`config.mk`:
```
export PLATFORM = sky130hd
export DESIGN_NAME = byte_serializer4
export DESIGN_NICKNAME = d
export VERILOG_FILES = /design/src/rtl/byte_serializer4.sv
export SDC_FILE = /design/constraint.sdc
export NUM_CORES = 1
export LEC_CHECK = 0
export ABC_AREA = 1
export CAP_MARGIN = 20
export CORE_ASPECT_RATIO = 0.9
export CORE_MARGIN = 4
export CORE_UTILIZATION = 25
export CTS_BUF_LIST = sky130_fd_sc_hd__clkbuf_4 sky130_fd_sc_hd__clkbuf_8
export CTS_CLUSTER_DIAMETER = 80
export DETAILED_ROUTE_END_ITERATION = 8
export SLEW_MARGIN = 20
export SYNTH_ARGS = -nofsm -noshare
export SYNTH_HDL_FRONTEND = slang
export SYNTH_SLANG_ARGS = --single-unit
export TNS_END_PERCENT = 1
```
`constraint.sdc`:
```
create_clock -name clk -period 1.6 [get_ports clk]
set_clock_uncertainty 0.15 [all_clocks]
set_input_delay 0.48 -clock clk [delete_from_list [all_inputs] [get_ports clk]]
set_output_delay 0.48 -clock clk [all_outputs]
set_load 0.02 [all_outputs]
```
`src/rtl/byte_serializer4.sv`:
```
// byte_serializer4: accepts 32-bit words on a valid/ready handshake and steps a
// 4:1 byte mux select so one byte per cycle leaves under downstream backpressure.
module byte_serializer4 #(
  parameter bit MSB_FIRST = 1'b0
) (
  input  logic        clk,
  input  logic        rst_n,
  input  logic        in_valid,
  output logic        in_ready,
  input  logic [31:0] in_data,
  input  logic [1:0]  in_len,
  output logic [7:0]  mux_a,
  output logic [7:0]  mux_b,
  output logic [7:0]  mux_c,
  output logic [7:0]  mux_d,
  output logic [1:0]  mux_sel,
  output logic        out_valid,
  output logic        out_last,
  input  logic        out_ready,
  output logic        busy
);

  typedef struct packed {
    logic [3:0][7:0] bytes;
    logic [1:0]      len;
    logic            vld;
  } entry_t;

  entry_t     r_act;
  entry_t     r_pend;
  logic [1:0] r_idx;

  entry_t     w_act_nxt;
  entry_t     w_pend_nxt;
  entry_t     w_new;
  logic [1:0] w_idx_nxt;
  logic       w_accept;
  logic       w_xfer;
  logic       w_eow;

  assign w_accept = in_valid && in_ready;
  assign w_xfer   = r_act.vld && out_ready;
  assign w_eow    = w_xfer && (r_idx == r_act.len);

  always_comb begin
    w_new.bytes = in_data;
    w_new.len   = in_len;
    w_new.vld   = 1'b1;
  end

  // Next-state: promote pending at end of word, otherwise fill the first free entry.
  always_comb begin
    w_act_nxt  = r_act;
    w_pend_nxt = r_pend;
    w_idx_nxt  = r_idx;
    if (w_eow) begin
      if (r_pend.vld) begin
        w_act_nxt      = r_pend;
        w_idx_nxt      = 2'd0;
        w_pend_nxt.vld = 1'b0;
        if (w_accept) begin
          w_pend_nxt = w_new;
        end
      end else if (w_accept) begin
        w_act_nxt = w_new;
        w_idx_nxt = 2'd0;
      end else begin
        // Bytes and len are kept so the mux inputs hold their last values.
        w_act_nxt.vld = 1'b0;
      end
    end else begin
      if (w_xfer) begin
        w_idx_nxt = r_idx + 2'd1;
      end
      if (w_accept) begin
        if (!r_act.vld) begin
          w_act_nxt = w_new;
          w_idx_nxt = 2'd0;
        end else begin
          w_pend_nxt = w_new;
        end
      end
    end
  end

  // NOTE: the byte registers are reset too, because the mux inputs must read 00
  // after reset; a synchronous reset keeps them ordinary enabled flops.
  always_ff @(posedge clk) begin
    if (!rst_n) begin
      r_act  <= '0;
      r_pend <= '0;
      r_idx  <= 2'd0;
    end else begin
      r_act  <= w_act_nxt;
      r_pend <= w_pend_nxt;
      r_idx  <= w_idx_nxt;
    end
  end

  always_comb begin
    in_ready  = !r_pend.vld;
    out_valid = r_act.vld;
    out_last  = r_act.vld && (r_idx == r_act.len);
    mux_sel   = MSB_FIRST ? (r_act.len - r_idx) : r_idx;
    mux_a     = r_act.bytes[0];
    mux_b     = r_act.bytes[1];
    mux_c     = r_act.bytes[2];
    mux_d     = r_act.bytes[3];
    busy      = r_act.vld || r_pend.vld;
  end

endmodule

```
==> impl_results.md <==
- Status: finished with violations
- Failing checks: negative setup slack
- Die W: about 140 um
- Worst r2r path cells: 7
- Clock root buffer: clkbuf_8
- Drc violations: 0
- F_max: ~0.54 GHz
- WHS Endpoint: r_pend[8]
- ANT cells: 0
- Crit Path Category: flip-flop to primary output
- Reg clk slew, reported paths: 0.08 ns
- Area of the multi-input gates: 2046 um2
- Initial DRC count: around 280
- Min Clock Period, post-route: 1.842 ns
- Port bufs: 75
- Critical Path Sink Type: primary output
- Synth Area per Inst: between 6 and 7 um2
- Final setup violation count: about 70
- Fin crit share: 115.2%
- Total Nets Final: 718
- WHS: about 0.31 ns
- Vias: approximately 4100
- DR WL met2: a little under 6000 um
- Power Dens Cells: a little under 1000 nW/um2
- Fillcell total: between 1500 and 2000
- CP arrival: between 1 and 1.5 ns
- Hold path start: r_pend[8]
- Cell-by-cell trace of the critical path: xnor2_4 > nand2_4 > nor2_4 > buf_6
- Reg-to-Reg Start: r_act[2]
- Post-layout util: 34.47%
- Num rows: 43
- Post-synth cell types: 23
- Gr usage total: 13.96%
- Slew headroom: between 70% and 80%
- Mapped Nets: 638
- Syn-to-layout area delta: 34.35%
- Crit path largest cell delay: around 0.35 ns
- Drt via density: roughly 4.6
- Reg-to-Reg End: mux_c[3]
- Initial antenna violation count: 0
- Syn Std Cell Area: around 4000 um2
- Setup slack after layout: -0.2425 ns
- Number of max-cap violations: 0
- Worst vdd rail ir drop: between 0.4 and 0.5 mV
- Share of cells above drive strength 1: ~23%
- I/O Pins: 76
- Top sig layer: met4
- H-tree levels: 3
- Vias in the first global route: 3978
- Hold_buf cts: 0
- Critical path required time: just under 1 ns
- RSZ-0062 raised after global routing: yes
- Fin. Hold Viols: 0
- Register area: ~1500 um2
- Drt total wl: roughly 12000 um
- Global-route wire length before repair: about 20000 um
- Worst-margin pin slew: 0.3239 ns
- Setup_tns: -2.691 ns
- CP max FO: 2
- DRT met1 WL: between 5000 and 6000 um
- Core Area: about 16000 um2
- Initial Utilization: 25.65%
- GRT overflow: 0
- Hold Path Class: flip-flop to flip-flop
- Final count of pins violating max slew: 0
- Slowest CP cell: dfxtp_2
- Worst Setup Start Kind: flip-flop
- Post-Place Setup Slack: -0.5227 ns
- Antenna-violating nets left: 0
- WHS Path Cells: 2
- Longest Clk Path Bufs: 2
- Internal reg-to-reg setup slack: -0.07 ns
- Routed wire length per instance: between 10 and 15 um
- Pleak: roughly 2.4 nW
- Post-DP HPWL: between 8000 and 9000 um
- Met3 WL: 643 um
- Post-synthesis register bit count: between 70 and 80
- Sequential area share after synthesis: a little over a third
- Clock sinks: slightly above 70
- 1st-pass router iterations: 4
- Largest net degree at the start of global routing: 35
- CTS tree: yes
- TritonCTS Buffers: 9
- Crit path from: r_act[2]
- Gate Count Post-Synth: 600
- Die H: approximately 130 um
- Warnings, synthesis: 0
- Worst-Skew Late Latency: about 0.37 ns
- Placer congestion estimate: between 0.7 and 0.8
- Full die area: between 15000 and 20000 um2
## logic make-up after synthesis
| family | synth area share, % |
|---|---|
| xor gates and xnor gates | 0.6902 |
| DFF | 36.14 |
| AOI/OAI and AO/OA | 10.16 |
| buffers and inverters | 14.08 |
| and+or+nand+nor | 38.93 |
## sequential cells by signal (all words and copies together), names as in the netlist
register / flops
r_pend: 35
r_act: 2
mux_b: 8
mux_c: 8
mux_sel: 2
mux_d: 8
out_valid: 1
mux_a: 8
## worst max-delay path, delay by kind of cell (launching register included)
kind / cells / cell delay (ns)
buffers and inverters: 1 / 0.12
DFF: 1 / 0.35
xor gates and xnor gates: 1 / 0.20
and+or+nand+nor: 2 / 0.17
## repair_timing
| action | 4_1_cts | 5_1_grt |
|---|---|---|
| resized for setup | 167 | 19 |
| endpoints found under the setup margin | 109 | 76 |
| pin swaps | 2 | 3 |
| setup buffers | 0 | 0 |
| cloned | 0 | 1 |
## cell usage after synthesis (all sizes together)
master,count,area (um2)
o2111ai,2,17.52
clkbuf,24,90.09
nand4,68,425.4
nor3,1,5.000
nand2,284,1069
nor2,3,11.26
nand3,5,42.54
a21oi,72,382.9
o21ai,1,5.000
inv,12,45.04
buf,55,426.7
xnor2,1,27.53
dfxtp,72,1441
## where the power goes
part | internal (W) | switching (W)
registers | 0.00191 | 0.0000593
clock network | 0.00117 | 0.000748
logic | 0.000541 | 0.000758
## final cells by class
| class | count | share of cell area, % |
|---|---|---|
| Sequential cell | 72 | 27.13 |
| Tap cell | 202 | 4.716 |
| Multi-Input combinational cell | 437 | 38.17 |
| Timing Repair Buffer | 148 | 24.17 |
| Clock inverter | 4 | 1.845 |
| Clock buffer | 12 | 3.082 |
| Inverter | 12 | 0.8872 |
## worst max path at each step
stage	slack, ns	endpoint	depth (start not counted)
detailed placement	-0.52	r_pend[4]	9
floorplan	-0.07	out_last	4
CTS	-0.26	out_last	4
global route	-0.30	out_last	4
finish	-0.24	out_last	4
global placement	-0.48	mux_a[4]	8
## cell usage in the layout (no fill, tap or decap), types with 2 or more instances in the layout
cell type | Yosys | layout
nand2_1 | 283 | 278
nand3_4 | 1 | 2
a21oi_2 | 3 | 5
buf_12 | 0 | 9
clkdlybuf4s50_1 | 0 | 36
nand4_1 | 68 | 68
dfxtp_1 | 72 | 66
buf_6 | 4 | 9
dfxtp_4 | 0 | 2
clkbuf_8 | 0 | 12
nand2_4 | 0 | 3
nand2_2 | 1 | 3
inv_2 | 3 | 3
nand3_1 | 3 | 3
dfxtp_2 | 0 | 4
a21oi_1 | 68 | 66
nor2_4 | 0 | 2
inv_1 | 9 | 8
o2111ai_1 | 2 | 2
buf_4 | 35 | 58
bufinv_16 | 0 | 3
buf_2 | 11 | 33
## per-stage QoR
step,cell area (um2),cells,total power (W)
global route,5359,887,0.005461
CTS,5268,886,0.005199
finish,5359,887,0.005181
detailed placement,5151,870,0.003325
global placement,5151,870,0.003318
floorplan,4035,600,0.002823
## metal layers
layer	vias to the layer above	global-route usage, %
met3	11	3.021
met5	-	0
li1	2114	-
met4	0	5.470
met2	99	22.58
met1	1866	18.17
Note: power is estimated with default switching activity, not from simulation.
==> variant 1, RTL diff (config.mk and constraints unchanged) <==
Change the parameter `MSB_FIRST` from 1'b0 to 1'b1.
--- a/src/rtl/byte_serializer4.sv
+++ b/src/rtl/byte_serializer4.sv
@@ -1,7 +1,7 @@
 // byte_serializer4: accepts 32-bit words on a valid/ready handshake and steps a
 // 4:1 byte mux select so one byte per cycle leaves under downstream backpressure.
 module byte_serializer4 #(
-  parameter bit MSB_FIRST = 1'b0
+  parameter bit MSB_FIRST = 1'b1
 ) (
   input  logic        clk,
   input  logic        rst_n,
Behaviour: not the same (Yosys sat finds a counterexample within 4 cycles, from zero or initial values and one cycle with rst_n low).
==> variant 1 against the original RTL <==
- the flow still finishes with violations (setup timing)
- clock power is 28% lower
- non-clock buffer count is 3 lower
- final cell count is 0.11% lower
- power is 9.5% lower
- sequential cell count stayed put
- routed wire length is 2.8% higher
- die area is 0.35% higher
- worst setup slack worse by 0.067 ns
- register-to-register slack worse by 0.20 ns
- synthesized area is 0.38% higher
- sequential share of layout area is 0.34 points higher
- global-route usage hardly changed
- synthesized cell count is 0.83% higher
- cell area is 1.7% lower
==> variant 1: results (changes against the original RTL) <==
Clock network
  – Clk buf depth: 2 (unchanged)
  – Clock Latency Late Sink: 0.36 ns
  – Root buffer cell: clkbuf_8
  – CTS Hold Bufs: 0 (unchanged)
  – Reg clk slew, reported paths: around 0.090 ns
  – CTS buffer count: 9 (unchanged)
  – H-tree levels: 3 (unchanged)

Route
  – Starting DRT DRC Count: 360 (+27%)
  – Antenna viol nets, final: 0 (unchanged)
  – Vias/cell: 4.61 (about the same)
  – TritonRoute pass-1 iters: 4 (unchanged)
  – Average wire per standard cell: 14.4 microns (+2.9%)

Finish
  – Max reg flops: 35 (unchanged)
  – Fill count: 1,710 (+1.1%)
  – Layout cells sized above 1: 25.3% (+2.7 points)
  – Fin nets: 718 (unchanged)
  – Largest reg by FF count: r_pend
  – # diodes: 0 (unchanged)
  – Sequential cell area: 1450 sq um (-0.43%)

Placed design
  – GP Congestion: 0.763 (-0.96%)
  – Port buffer count: 75 (unchanged)
  – Hpwl dp: 8450 microns (+4.5%)
  – DP Worst Slack: -0.526 ns (-0.00294 ns)
  – Area after DPL: 5100 sq um (-1.0%)

Synthesis
  – Ys flop type: dfxtp_1
  – Synth top cells by count: 281 x nand2_1, 72 x dfxtp_1, 71 x a21oi_1, 70 x nand4_1, 48 x buf_4
  – Register area share after synthesis: 36.0% (-0.14 points)
  – YS warnings: 0 (unchanged)
  – Syn_nets: 644 (+0.94%)
  – Largest cells by area after synthesis: dfxtp_1 36%, nand2_1 26%, nand4_1 11%, buf_4 9.0%, a21oi_1 8.9%
  – Yosys cell types: 25 (+8.7%)
  – Share of flip-flops with an asynchronous set or reset: 0% (unchanged)

Global route
  – First-pass GRT wire length: 20,400 microns (+0.27%)
  – Largest net degree at the start of global routing: 37 (+5.7%)
  – GRT Util Overall: 13.9% (-0.032 points)
  – Vias in the first global route: 3,959 (-0.48%)
  – Initial antenna violation count: 0 (unchanged)

Worst setup path
  – Critical Path AT: 1.28 ns (+0.07 ns)
  – Worst reg-to-reg path cell count: 8 (+1)
  – Setup crit end: out_last
  – Flop-to-flop setup slack: -0.27 ns (-0.20 ns)
  – Largest fanout on the critical path: 4 (+2)
  – Setup crit start: r_act[1]$_SDFFE_PN0P_
  – Crit Reg-Reg Endpoint: mux_d[4]$_SDFFE_PN0P_

STA
  – Final setup fails: 75 (+4.2%)
  – Setup TNS: -12.54 ns (-9.85 ns)
  – Setup slack after layout: -0.310 ns (-0.0671 ns)
  – Worst Tran Pin Value: 0.446 ns (+0.122 ns)

Status
  – Status: complete, but fails checks
  – Failing checks: setup timing

Worst hold path
  – Worst Hold Class: flop to flop

Power
  – VDD IR max: 417 uV (+4.0%)
  – Lkg Pwr: 2.32 nW (-3.4%)
-- variant 1: cell types whose count changed after synthesis, sizes merged, moves of 2 or more --
| cell | delta |
|---|---|
| o2111ai | -2 |
| buf | +8 |
| clkbuf | -5 |
| nand4 | +2 |
-- variant 1: final cells by class --
class | instances | share of cell area, %
repair buffers | 145 | 23.1
multi-input cells | 439 | 40.2
clock buffers | 10 | 2.61
well taps | 202 | 4.80
clock inverters | 6 | 0.855
inverters | 12 | 0.902
flip-flops and latches | 72 | 27.5
-- variant 1: per-stage QoR --
step / total power [mW] / instances
global route: 4.94 / 886
CTS: 4.71 / 885
global placement: 3.36 / 869
floorplan: 2.86 / 605
detailed placement: 3.36 / 869
finish: 4.69 / 886
-- variant 1: worst min path at each step --
stage                                          to                    start  depth (start not counted)  slack, ns
final                     r_pend[34]$_SDFFE_PN0P_  r_pend[34]$_SDFFE_PN0P_                          2       0.31
after global routing        mux_b[0]$_SDFFE_PN0P_    mux_b[0]$_SDFFE_PN0P_                          2       0.33
after CTS                 r_pend[29]$_SDFFE_PN0P_  r_pend[29]$_SDFFE_PN0P_                          2       0.31
after detailed placement  r_pend[29]$_SDFFE_PN0P_  r_pend[29]$_SDFFE_PN0P_                          2       0.30
after global placement    r_pend[29]$_SDFFE_PN0P_  r_pend[29]$_SDFFE_PN0P_                          2       0.30
after floorplan           r_pend[10]$_SDFFE_PN0P_  r_pend[10]$_SDFFE_PN0P_                          2       0.29
-- variant 1: cells by family (layout without fill, tap and decap cells) --
logic type                 after synthesis  count (layout)  share of synthesized area (%)
xor gates and xnor gates                 1               1                          0.219
and+or+nand+nor                        364             364                           39.6
buffers and inverters                   94             173                           14.4
adders and majority gates                1               1                          0.312
DFF                                     72              72                           36.0
AOI/OAI and AO/OA                       73              73                           9.41
-- variant 1: worst max-delay path, cell delays in order (launching register included) --
cell	delay, ns
dfxtp_2	0.34
inv_2	0.04
ha_4	0.30
nand2_4	0.05
nor2_4	0.07
buf_6	0.12
-- variant 1: routing by layer --
metal | vias to the layer above | share of wire, % | GRT usage (%)
met2 | 123 | 46 | 22.5
met4 | 0 | 1.3 | 3.50
met5 | - | 0 | 0
met1 | 1842 | 47 | 18.9
met3 | 12 | 6.4 | 3.13
li1 | 2111 | - | -
-- variant 1: power by group --
part	total (mW)	internal [mW]	switching, mW
sequential	1.97	1.91	0.0601
combinational	1.34	0.547	0.794
clock	1.38	0.607	0.771
-- variant 1: timing repair --
item | in CTS | in global routing
setup endpoints to repair | 106 | 86
gates resized for setup | 139 | 40
buffers inserted | 0 | 1
pin swaps | 3 | 3
==> variant 2, RTL diff (same settings) <==
Without the edit above. Reset style: asynchronous (`rst_n`), changed in one clocked block. Comments in the files are not updated.
--- a/src/rtl/byte_serializer4.sv
+++ b/src/rtl/byte_serializer4.sv
@@ -85,7 +85,7 @@
 
   // NOTE: the byte registers are reset too, because the mux inputs must read 00
   // after reset; a synchronous reset keeps them ordinary enabled flops.
-  always_ff @(posedge clk) begin
+  always_ff @(posedge clk or negedge rst_n) begin
     if (!rst_n) begin
       r_act  <= '0;
       r_pend <= '0;
Behaviour: differs if rst_n is asserted again (counterexample within 4 cycles, from zero or initial values and one cycle with rst_n low); with rst_n held inactive, the same outputs for 4 cycles.
==> variant 2 against the original RTL <==
- the run still ends with setup timing left
- synthesized area is 0.85% higher
- cell area is 3.9% lower
- worst setup slack worse by 0.11 ns
- worst hold slack better by 0.013 ns
- count of clock-buffer cells in the layout is 1 higher
- sequential cell count stayed put
- routed wire length is 20% lower
- critical path type unchanged
Power is not compared: it rests on default switching activity, and its combinational part moved more than twofold at a synthesized area within 25%.
==> variant 2: results (changes against the original RTL) <==
Route
  – TritonRoute pass-1 iters: 4 (unchanged)
  – Vias/cell: 4.19 (-9.1%)
  – Wirelength, routed: 9910 microns (-20%)
  – Starting DRT DRC Count: 140 (-51%)
  – Vias: 3,457 (-15%)

Global route
  – Vias in the first global route: 3,346 (-16%)
  – Initial antenna violation count: 0 (unchanged)
  – First-pass GRT wire length: 16,800 microns (-18%)
  – Gr ovfl total: 0 (unchanged)
  – GRT Util Overall: 11.5% (-2.5 points)
  – Largest net degree at the start of global routing: 73 (+110%)

STA
  – Setup TNS: -12.83 ns (-10.14 ns)
  – Final setup fails: 77 (+6.9%)
  – Relative slew slack: 73.1% (-5.3 points)
  – Setup slack after layout: -0.356 ns (-0.113 ns)

Synthesis
  – Synth top cells by count: 251 x nand2_1, 72 x dfrtp_1, 48 x o21ai_0, 40 x inv_1
  – Syn_nets: 586 (-8.2%)
  – Yosys cell types: 22 (-4.3%)
  – Synthesized area per cell: 7.34 sq um (+10%)
  – Share of flip-flops with an asynchronous set or reset: 100% (+100 points)
  – Ys flop type: dfrtp_1
  – YS warnings: 0 (unchanged)
  – Register area share after synthesis: 44.8% (+8.7 points)
  – Largest cells by area after synthesis: dfrtp_1 45%, nand2_1 23%, buf_4 6.5%, o21ai_0 6.0%, nand4_1 5.4%

Worst setup path
  – Largest fanout on the critical path: 2 (unchanged)
  – Setup crit end: out_last
  – Crit Reg-Reg Endpoint: r_act[2]$_DFFE_PN0P_
  – FF-to-FF Start: r_act[2]$_DFFE_PN0P_
  – Setup crit start: r_act[2]$_DFFE_PN0P_
  – Critical Path AT: 1.33 ns (+0.12 ns)
  – Worst reg-to-reg path cell count: 8 (+1)
  – Flop-to-flop setup slack: -0.23 ns (-0.16 ns)

Power
  – Lkg Pwr: approximately 2.7 nW
  – VDD IR max: approximately 1000 uV

Placed design
  – Hpwl dp: 6640 microns (-18%)
  – Placed cells: 807 (-7.2%)
  – Area after DPL: 5070 sq um (-1.6%)
  – Port buffer count: 75 (unchanged)
  – DP Worst Slack: -0.430 ns (+0.0927 ns)
  – GP Congestion: 0.756 (-1.9%)

Clock network
  – CTS buffer count: 9 (unchanged)
  – Clock Latency Late Sink: around 0.36 ns
  – Clk buf depth: 2 (unchanged)
  – Root buffer cell: clkbuf_8
  – Reg clk slew, reported paths: approximately 0.07 ns
  – H-tree levels: 3 (unchanged)

Finish
  – Layout cells sized above 1: 19.8% (-2.9 points)
  – Max reg flops: 35 (unchanged)
  – Largest reg by FF count: r_pend
  – Fin nets: 657 (-8.5%)

Status
  – Status: complete, but fails checks
  – Failing checks: setup timing

Worst hold path
  – Worst Hold Class: flop to flop
variant 2: changes by cell type in the layout (fill, tap and decap cells not counted), moves of 19 or more:
cell	change
dfrtp_1	+69
dfxtp_1	-66
a21oi_1	-65
o21ai_0	+48
nand4_1	-33
inv_1	+30
nand2_1	-30
buf_4	-19
variant 2: worst min-delay path by stage:
| stage | start | end | slack, ns | cells after the start |
|---|---|---|---|---|
| 3_5_place_dp | mux_a[3]$_DFFE_PN0P_ | mux_a[3]$_DFFE_PN0P_ | 0.31 | 2 |
| 3_3_place_gp | mux_c[0]$_DFFE_PN0P_ | mux_c[0]$_DFFE_PN0P_ | 0.32 | 2 |
| 5_1_grt | mux_b[0]$_DFFE_PN0P_ | mux_b[0]$_DFFE_PN0P_ | 0.35 | 2 |
| 4_1_cts | mux_b[7]$_DFFE_PN0P_ | mux_b[7]$_DFFE_PN0P_ | 0.33 | 2 |
| 6_report | mux_b[0]$_DFFE_PN0P_ | mux_b[0]$_DFFE_PN0P_ | 0.32 | 2 |
| 2_1_floorplan | rst_n | mux_a[0]$_DFFE_PN0P_ | 0.03 | 0 |
variant 2: per-layer routing:
metal | global-route usage [%] | up-vias | share of wire (%)
li1 | - | 1839 | -
met1 | 16.0 | 1537 | 50
met2 | 17.1 | 70 | 42
met3 | 3.72 | 11 | 6.3
met4 | 3.56 | 0 | 1.4
met5 | 0 | - | 0
variant 2: what timing repair did:
| item | in CTS | in global routing |
|---|---|---|
| buffers inserted | 1 | 1 |
| hold endpoints to repair | 72 | 0 |
| endpoints found under the setup margin | 110 | 79 |
| gates resized for setup | 166 | 8 |
| hold buffers | 1 | 0 |
| pin swaps | 3 | 1 |
variant 2: cell type report:
type,instances,area [sq um]
Multi-Input combinational cell,368,1670
Clock inverter,1,5.00
Timing Repair Buffer,126,1100
Inverter,42,158
Antenna cell,1,2.50
Tap cell,202,253
Fill cell,1719,10500
Sequential cell,72,1810
Clock buffer,13,160
variant 2: cell families after synthesis:
family | after synthesis | share of synthesized area (%)
AOI/OAI and AO/OA | 72 | 9.61
xor gates and xnor gates | 2 | 0.902
buffers and inverters | 108 | 14.5
DFF | 72 | 44.8
and+or+nand+nor | 294 | 30.2
variant 2: power breakdown:
| group | internal (mW) | switching [mW] | leakage, nW |
|---|---|---|---|
| combinational | 2.14 | 3.28 | 1.74 |
| sequential | 2.68 | 0.440 | 0.893 |
| clock | 0.639 | 0.671 | 0.0896 |
| total | 5.46 | 4.39 | 2.73 |
variant 2: worst max-delay path: stages (launching register included):
cell,delay (ns)
dfrtp_2,0.45
xnor2_4,0.24
nand2_4,0.08
nor2_4,0.08
buf_6,0.12
